<file path="src/rtl/gpr_file_pkg.sv">
// Shared index constants, write-select encodings and write-qualify helper
// for the gpr_file register file.
package gpr_file_pkg;

  localparam int GPR_IDX_ZERO = 0;
  localparam int GPR_IDX_OF   = 30;
  localparam int GPR_IDX_RA   = 31;

  typedef enum logic [1:0] {
    GPR_WRITE_ADDR_RT = 2'd0,
    GPR_WRITE_ADDR_RD = 2'd1,
    GPR_WRITE_ADDR_RA = 2'd2
  } gpr_waddr_sel_e;

  typedef enum logic [1:0] {
    GPR_WRITE_ALU = 2'd0,
    GPR_WRITE_MEM = 2'd1,
    GPR_WRITE_PC4 = 2'd2
  } gpr_wdata_sel_e;

  typedef struct packed {
    logic commit;
    logic of_set;
  } gpr_wq_t;

  function automatic gpr_wq_t gpr_write_qual(
    input logic we,
    input logic of_en,
    input logic ovf,
    input logic addr_nz
  );
    gpr_wq_t q;
    q.commit = we & addr_nz & ~(of_en & ovf);
    q.of_set = we & addr_nz & of_en & ovf;
    return q;
  endfunction

endpackage

</file>
<file path="src/rtl/gpr_file_if.sv">
// Write/read port bundle between the core datapath and gpr_file.
// master = datapath side, slave = register file side.
interface gpr_file_if #(
  parameter int DATA_W = 32,
  parameter int ADDR_W = 5
);
  logic              reg_write_en;
  logic              reg_of_en;
  logic              overflow;
  logic [ADDR_W-1:0] waddr;
  logic [DATA_W-1:0] wdata;
  logic [ADDR_W-1:0] raddr1;
  logic [ADDR_W-1:0] raddr2;
  logic [DATA_W-1:0] rdata1;
  logic [DATA_W-1:0] rdata2;
  logic              of_flag;
  logic [31:0]       wb_count;

  modport master (
    output reg_write_en, reg_of_en, overflow,
    output waddr, wdata, raddr1, raddr2,
    input  rdata1, rdata2, of_flag, wb_count
  );

  modport slave (
    input  reg_write_en, reg_of_en, overflow,
    input  waddr, wdata, raddr1, raddr2,
    output rdata1, rdata2, of_flag, wb_count
  );
endinterface

</file>
<file path="src/rtl/gpr_file.sv">
// MIPS general-purpose register file with $0 tie-off and ADDI overflow flag.
// Optional same-cycle write->read bypass: define GPR_BYPASS_EN.
module gpr_file
  import gpr_file_pkg::*;
#(
  parameter int DATA_W = 32,
  parameter int ADDR_W = 5,
  parameter int OF_REG = GPR_IDX_OF
) (
  input logic       clk,
  input logic       rst_n,
  gpr_file_if.slave bus
);

  localparam int DEPTH = 2 ** ADDR_W;

  logic [DATA_W-1:0] regs_q [DEPTH];
  logic [DATA_W-1:0] regs_d [DEPTH];
  logic [31:0]       wb_count_q;
  logic [31:0]       wb_count_d;
  gpr_wq_t           wq;

  // Qualify the incoming write into commit / overflow-set strobes
  always_comb begin
    wq = gpr_write_qual(bus.reg_write_en, bus.reg_of_en,
                        bus.overflow, bus.waddr != '0);
  end

  // Next register state and committed-write count
  always_comb begin
    regs_d = regs_q;
    wb_count_d = wb_count_q;
    if (wq.commit) begin
      regs_d[bus.waddr] = bus.wdata;
    end
    if (wq.of_set) begin
      regs_d[OF_REG][0] = 1'b1;
    end
    regs_d[GPR_IDX_ZERO] = '0;
    if (wq.commit | wq.of_set) begin
      wb_count_d = wb_count_q + 32'd1;
    end
  end

  // Storage and counter, cleared asynchronously
  always_ff @(posedge clk or negedge rst_n) begin
    if (!rst_n) begin
      for (int i = 0; i < DEPTH; i++) begin
        regs_q[i] <= '0;
      end
      wb_count_q <= '0;
    end else begin
      regs_q     <= regs_d;
      wb_count_q <= wb_count_d;
    end
  end

`ifdef GPR_BYPASS_EN
  logic byp_ok;
  assign byp_ok = wq.commit & rst_n;
`endif

  // Combinational read ports
  always_comb begin
    bus.rdata1 = '0;
    bus.rdata2 = '0;
    if (bus.raddr1 != '0) begin
      bus.rdata1 = regs_q[bus.raddr1];
    end
    if (bus.raddr2 != '0) begin
      bus.rdata2 = regs_q[bus.raddr2];
    end
`ifdef GPR_BYPASS_EN
    if (byp_ok && bus.raddr1 == bus.waddr) begin
      bus.rdata1 = bus.wdata;
    end
    if (byp_ok && bus.raddr2 == bus.waddr) begin
      bus.rdata2 = bus.wdata;
    end
`endif
  end

  assign bus.of_flag  = regs_q[OF_REG][0];
  assign bus.wb_count = wb_count_q;

endmodule

</file>
<file path="src/flat_wrapper.sv">
// flat-port wrapper written by rule: the top's interface ports become plain ports
module gpr_file_flat import gpr_file_pkg::*;
#(
  parameter int DATA_W = 32,
  parameter int ADDR_W = 5,
  parameter int OF_REG = GPR_IDX_OF
)
  (clk, rst_n, bus_reg_write_en, bus_reg_of_en, bus_overflow, bus_waddr, bus_wdata, bus_raddr1, bus_raddr2, bus_rdata1, bus_rdata2, bus_of_flag, bus_wb_count);
  gpr_file_if #(.DATA_W(DATA_W), .ADDR_W(ADDR_W)) bus_i ();
  input logic clk;
  input logic rst_n;
  input wire logic [$bits(bus_i.reg_write_en)-1:0] bus_reg_write_en;
  input wire logic [$bits(bus_i.reg_of_en)-1:0] bus_reg_of_en;
  input wire logic [$bits(bus_i.overflow)-1:0] bus_overflow;
  input wire logic [$bits(bus_i.waddr)-1:0] bus_waddr;
  input wire logic [$bits(bus_i.wdata)-1:0] bus_wdata;
  input wire logic [$bits(bus_i.raddr1)-1:0] bus_raddr1;
  input wire logic [$bits(bus_i.raddr2)-1:0] bus_raddr2;
  output wire logic [$bits(bus_i.rdata1)-1:0] bus_rdata1;
  output wire logic [$bits(bus_i.rdata2)-1:0] bus_rdata2;
  output wire logic [$bits(bus_i.of_flag)-1:0] bus_of_flag;
  output wire logic [$bits(bus_i.wb_count)-1:0] bus_wb_count;
  assign bus_i.reg_write_en = bus_reg_write_en;
  assign bus_i.reg_of_en = bus_reg_of_en;
  assign bus_i.overflow = bus_overflow;
  assign bus_i.waddr = bus_waddr;
  assign bus_i.wdata = bus_wdata;
  assign bus_i.raddr1 = bus_raddr1;
  assign bus_i.raddr2 = bus_raddr2;
  assign bus_rdata1 = bus_i.rdata1;
  assign bus_rdata2 = bus_i.rdata2;
  assign bus_of_flag = bus_i.of_flag;
  assign bus_wb_count = bus_i.wb_count;
  gpr_file #(.DATA_W(DATA_W), .ADDR_W(ADDR_W), .OF_REG(OF_REG)) u_core (.clk(clk), .rst_n(rst_n), .bus(bus_i));
endmodule
</file>
<file path="config.mk">
export PLATFORM = sky130hd
export DESIGN_NAME = gpr_file_flat
export DESIGN_NICKNAME = d
export VERILOG_FILES = /design/src/rtl/gpr_file_pkg.sv /design/src/rtl/gpr_file_if.sv /design/src/rtl/gpr_file.sv /design/src/flat_wrapper.sv
export SDC_FILE = /design/constraint.sdc
export NUM_CORES = 2
export LEC_CHECK = 0
export ABC_CLOCK_PERIOD_IN_PS = 5200
export CORE_ASPECT_RATIO = 0.6
export CORE_UTILIZATION = 35
export CTS_BUF_LIST = sky130_fd_sc_hd__clkbuf_8
export DETAILED_ROUTE_END_ITERATION = 12
export SYNTH_ARGS = -nofsm -noshare
export SYNTH_HDL_FRONTEND = slang
export SYNTH_SLANG_ARGS = --single-unit
</file>
<file path="constraint.sdc">
create_clock -name clk -period 5.2 [get_ports clk]
set_input_delay 1.04 -clock clk [delete_from_list [all_inputs] [get_ports clk]]
set_output_delay 1.04 -clock clk [all_outputs]
set_load 0.05 [all_outputs]
</file>
==> metrics.md <==
| Metric | Value |
|---|---|
| Critical path class | in -> out |
| Routability cong. | 0.809 |
| Largest net degree at the start of global routing | between 100 and 150 |
| Initial Util | 0.355 |
| R2R depth | 6 |
| Crit path DAT | 3.79 ns |
| CTS sink cnt | slightly above 1,000 |
| Synth-to-Final Area Change | 15.1% |
| Critical-path top delay cell | o31ai_1 |
| First-pass DRT Iterations | 6 |
| Crit path buf inv count | 3 |
| PortBufs | around 150 |
| Rows | ~110 |
| Relative max-transition margin | 0.141 |
| First-pass GRT wire length | 261 mm |
| Pin slew with the least headroom to its limit | ~1.3 ns |
| TritonCTS clock tree | built |
| Unrepaired setup endpoints after global routing | false |
| Post-route ant nets | 0 |
| Filler cells | ~14,000 |
| Nets | 3,953 |
| Die Ht | ~310 µm |
| Sequential area share after synthesis | 0.470 |
| Most used DFF post-synth | dfrtp_1 |
| Commonest cells post-synth | mux2_2, dfrtp_1, mux4_2, clkbuf_1, mux2i_1 |
| Initial antenna violation count | 2 |
| Vias in the first global route | about 37,000 |
| Leakage | around 0.028 µW |
| CP endpoint kind | output port |
| Final number of setup-violating endpoints | 0 |
| Maximum clock frequency | approximately 210 MHz |
| RR Startpoint | u_core.bus.wb_count[4]$_DFFE_PN0P_ |
| Vias per cell | a little under 6 |
| R2R Path End | u_core.bus.wb_count[23]$_DFFE_PN0P_ |
| Distinct cell type count after synthesis | 43 |
| Reg area | approximately 26,000 µm² |
| Num ports | 149 |
| Design Power | approximately 23,000 µW |
| Num CTS Buffers | 162 |
| Peak supply drop | approximately 0.28 mV |
| Minimum clock period | between 4 and 5 ns |
| HP Class | in -> async |
| DR WL/cell | between 20 and 30 µm |
| Grt total ovfl | 0 |
| Die area | between 150,000 and 200,000 µm² |
| Synth area leaders | dfrtp_1, mux2_2, mux4_2, mux2i_1, a22o_1 |
| Clock Pin Slew Worst Setup and Hold Paths | about 0.07 ns |
| CP peak stage delay | slightly above 0.8 ns |
| Die X | a little over 500 µm |
| Most common cell on crit path | buf_4 |
| GRT Total Usage | 0.225 |
| Post-CTS setup buffer count | 0 |
| CTS Root Cell | clkbuf_8 |
| Yosys reg bits | roughly 1,000 |
| Clock Path Buffers | 3 |
| Core ar. | around 150,000 µm² |
| Power per Cell Area | between 300 and 400 nW/µm² |
| Req. time, crit path | around 4.2 ns |
| Dpl hpwl | approximately 110 mm |
| Worst skew pair latency | between 0.9 and 1 ns |
| Synth Warn # | 0 |
| Via total after detailed routing | 36,000 |
| WL final | 176 mm |
| Max FO, Critical Path | 26 |
| DR DRC count | 0 |
| Setup clock skew after layout | between 0.06 and 0.07 ns |
| Synthesized area | ~54,000 µm² |
| Final Hold Fails | 0 |
| Setup TNS | 0 ns |
| Layout cells sized above 1 | 0.497 |
| Post-synth top area share | 0.470 |
| Final core occ | 0.408 |
| Post-CTS resize count | 0 |
| DRT iter0 DRCs | 3,469 |
| CP top delay family | compound AO/OA/AOI/OAI gates |
| Setup crit start kind | primary input |
| Fin. max-slew vios | 0 |
| Hold Buf Count CTS | 0 |
| Biggest area consumer among synthesized cells | dfrtp_1 |
| Reg2Reg Setup Slack | 3.15 ns |
| Status | finished clean |
| Async SR Flop Fraction | 1.00 |
| Post-Synthesis Cells | roughly 3,800 |
| Count leader, synth | mux2_2 |
| Post-synth EDFFs | 0 |
| Mean Syn Cell Area | between 10 and 15 µm² |
| Critical path cell sequence | buf_4 -> nand2b_2 -> buf_4 -> o22ai_1 -> o31ai_1 -> o21ai_0 -> buf_12 |
| CTS H-tree lvls | 4 |
| Number of max-cap violations | 0 |
| Ratio of final minimum period to clock period | 0.928 |
| Mapped Nets | 3,852 |
| Combined area of the multi-input logic cells | between 20,000 and 30,000 µm² |
layer usage:
layer  wire length, µm  global-route usage  vias to the layer above
li1                  -                   -                    14800
met1             84300               0.343                    19500
met2             74400               0.319                     1417
met3             13200              0.0476                      246
met4              3860              0.0591                        0
met5                 0                   0                        -
worst register-to-register path, stage by stage (launching register included):
cell	delay, ns
dfrtp_1	0.45
nand3_1	0.14
a2111oi_2	0.36
buf_4	0.25
and4_1	0.41
nand4_1	0.16
xnor2_1	0.14
power breakdown:
part           internal [µW]  switching, µW  leakage (µW)
logic                   2890           2300        0.0126
registers               9350           1050        0.0133
clock network           3620           3480       0.00184
total                  15900           6830        0.0278
worst max path at each step:
stage	slack [ns]	cells after the start	start	end
after global routing	0.34	6	bus_raddr1[0]	bus_rdata1[14]
after detailed placement	0.50	6	bus_raddr1[0]	bus_rdata1[14]
after global placement	0.51	6	bus_raddr1[0]	bus_rdata1[14]
final	0.37	7	bus_raddr2[1]	bus_rdata2[3]
after floorplan	0.84	9	bus_raddr1[0]	bus_rdata1[10]
after CTS	0.50	6	bus_raddr1[0]	bus_rdata1[14]
stage by stage:
step                std cells  hold slack [ns]  instance area (µm²)  setup slack [ns]
global route             6052            0.207                62700             0.335
detailed placement       5770            0.468                59500             0.504
floorplan                3799            0.470                54500             0.845
CTS                      6050            0.160                62700             0.499
finish                   6053            0.178                62700             0.375
global placement         5770            0.468                59500             0.514
cells by family after synthesis:
kind of cell    after synthesis  share of synthesized area
simple gates                253                     0.0213
mux                        1632                      0.413
xor+xnor                     31                    0.00498
flops                      1024                      0.470
fa+ha+maj                     1                   0.000230
compound gates              452                     0.0580
buf+inv                     406                     0.0321
layout by cell type, fill, tap and decap left out, types with 4 or more instances in the layout:
cell type        instances
a21oi_1                 34
a22o_1                 128
a22oi_1                 63
and3_1                   7
and4_1                   4
buf_12                  97
buf_4                  165
buf_8                    5
bufinv_16                4
clkbuf_8               196
clkdlybuf4s50_1         73
clkinv_2                15
clkinvlp_4               7
dfrtp_1               1024
inv_1                   52
inv_6                    4
mux2_1                  24
mux2_2                1064
mux2i_1                160
mux4_2                 384
nand2_1                111
nand2_2                 22
nand3_1                 14
nand3_2                  4
nand4_1                 10
nor2_1                  40
nor2_4                   5
nor2b_1                  5
nor2b_4                  7
nor3_1                   5
o21ai_0                129
o221ai_1                32
o22ai_1                 32
o31ai_1                 32
xnor2_1                 22
xor2_1                   9
sequential cells by signal (all words and copies together) (netlist names):
signal               cells
u_core.bus.of_flag       1
u_core.regs_q          991
u_core.bus.wb_count     32
area by class of cell:
class,count,share of cell area
multi-input cells,2369,0.435
well taps,2034,0.0406
inverters,3,0.000180
repair buffers,340,0.0636
diodes,3,0.000120
clock buffers,196,0.0430
clock inverters,84,0.00858
flip-flops and latches,1024,0.409
No activity file was read; power rests on OpenSTA's default activity.
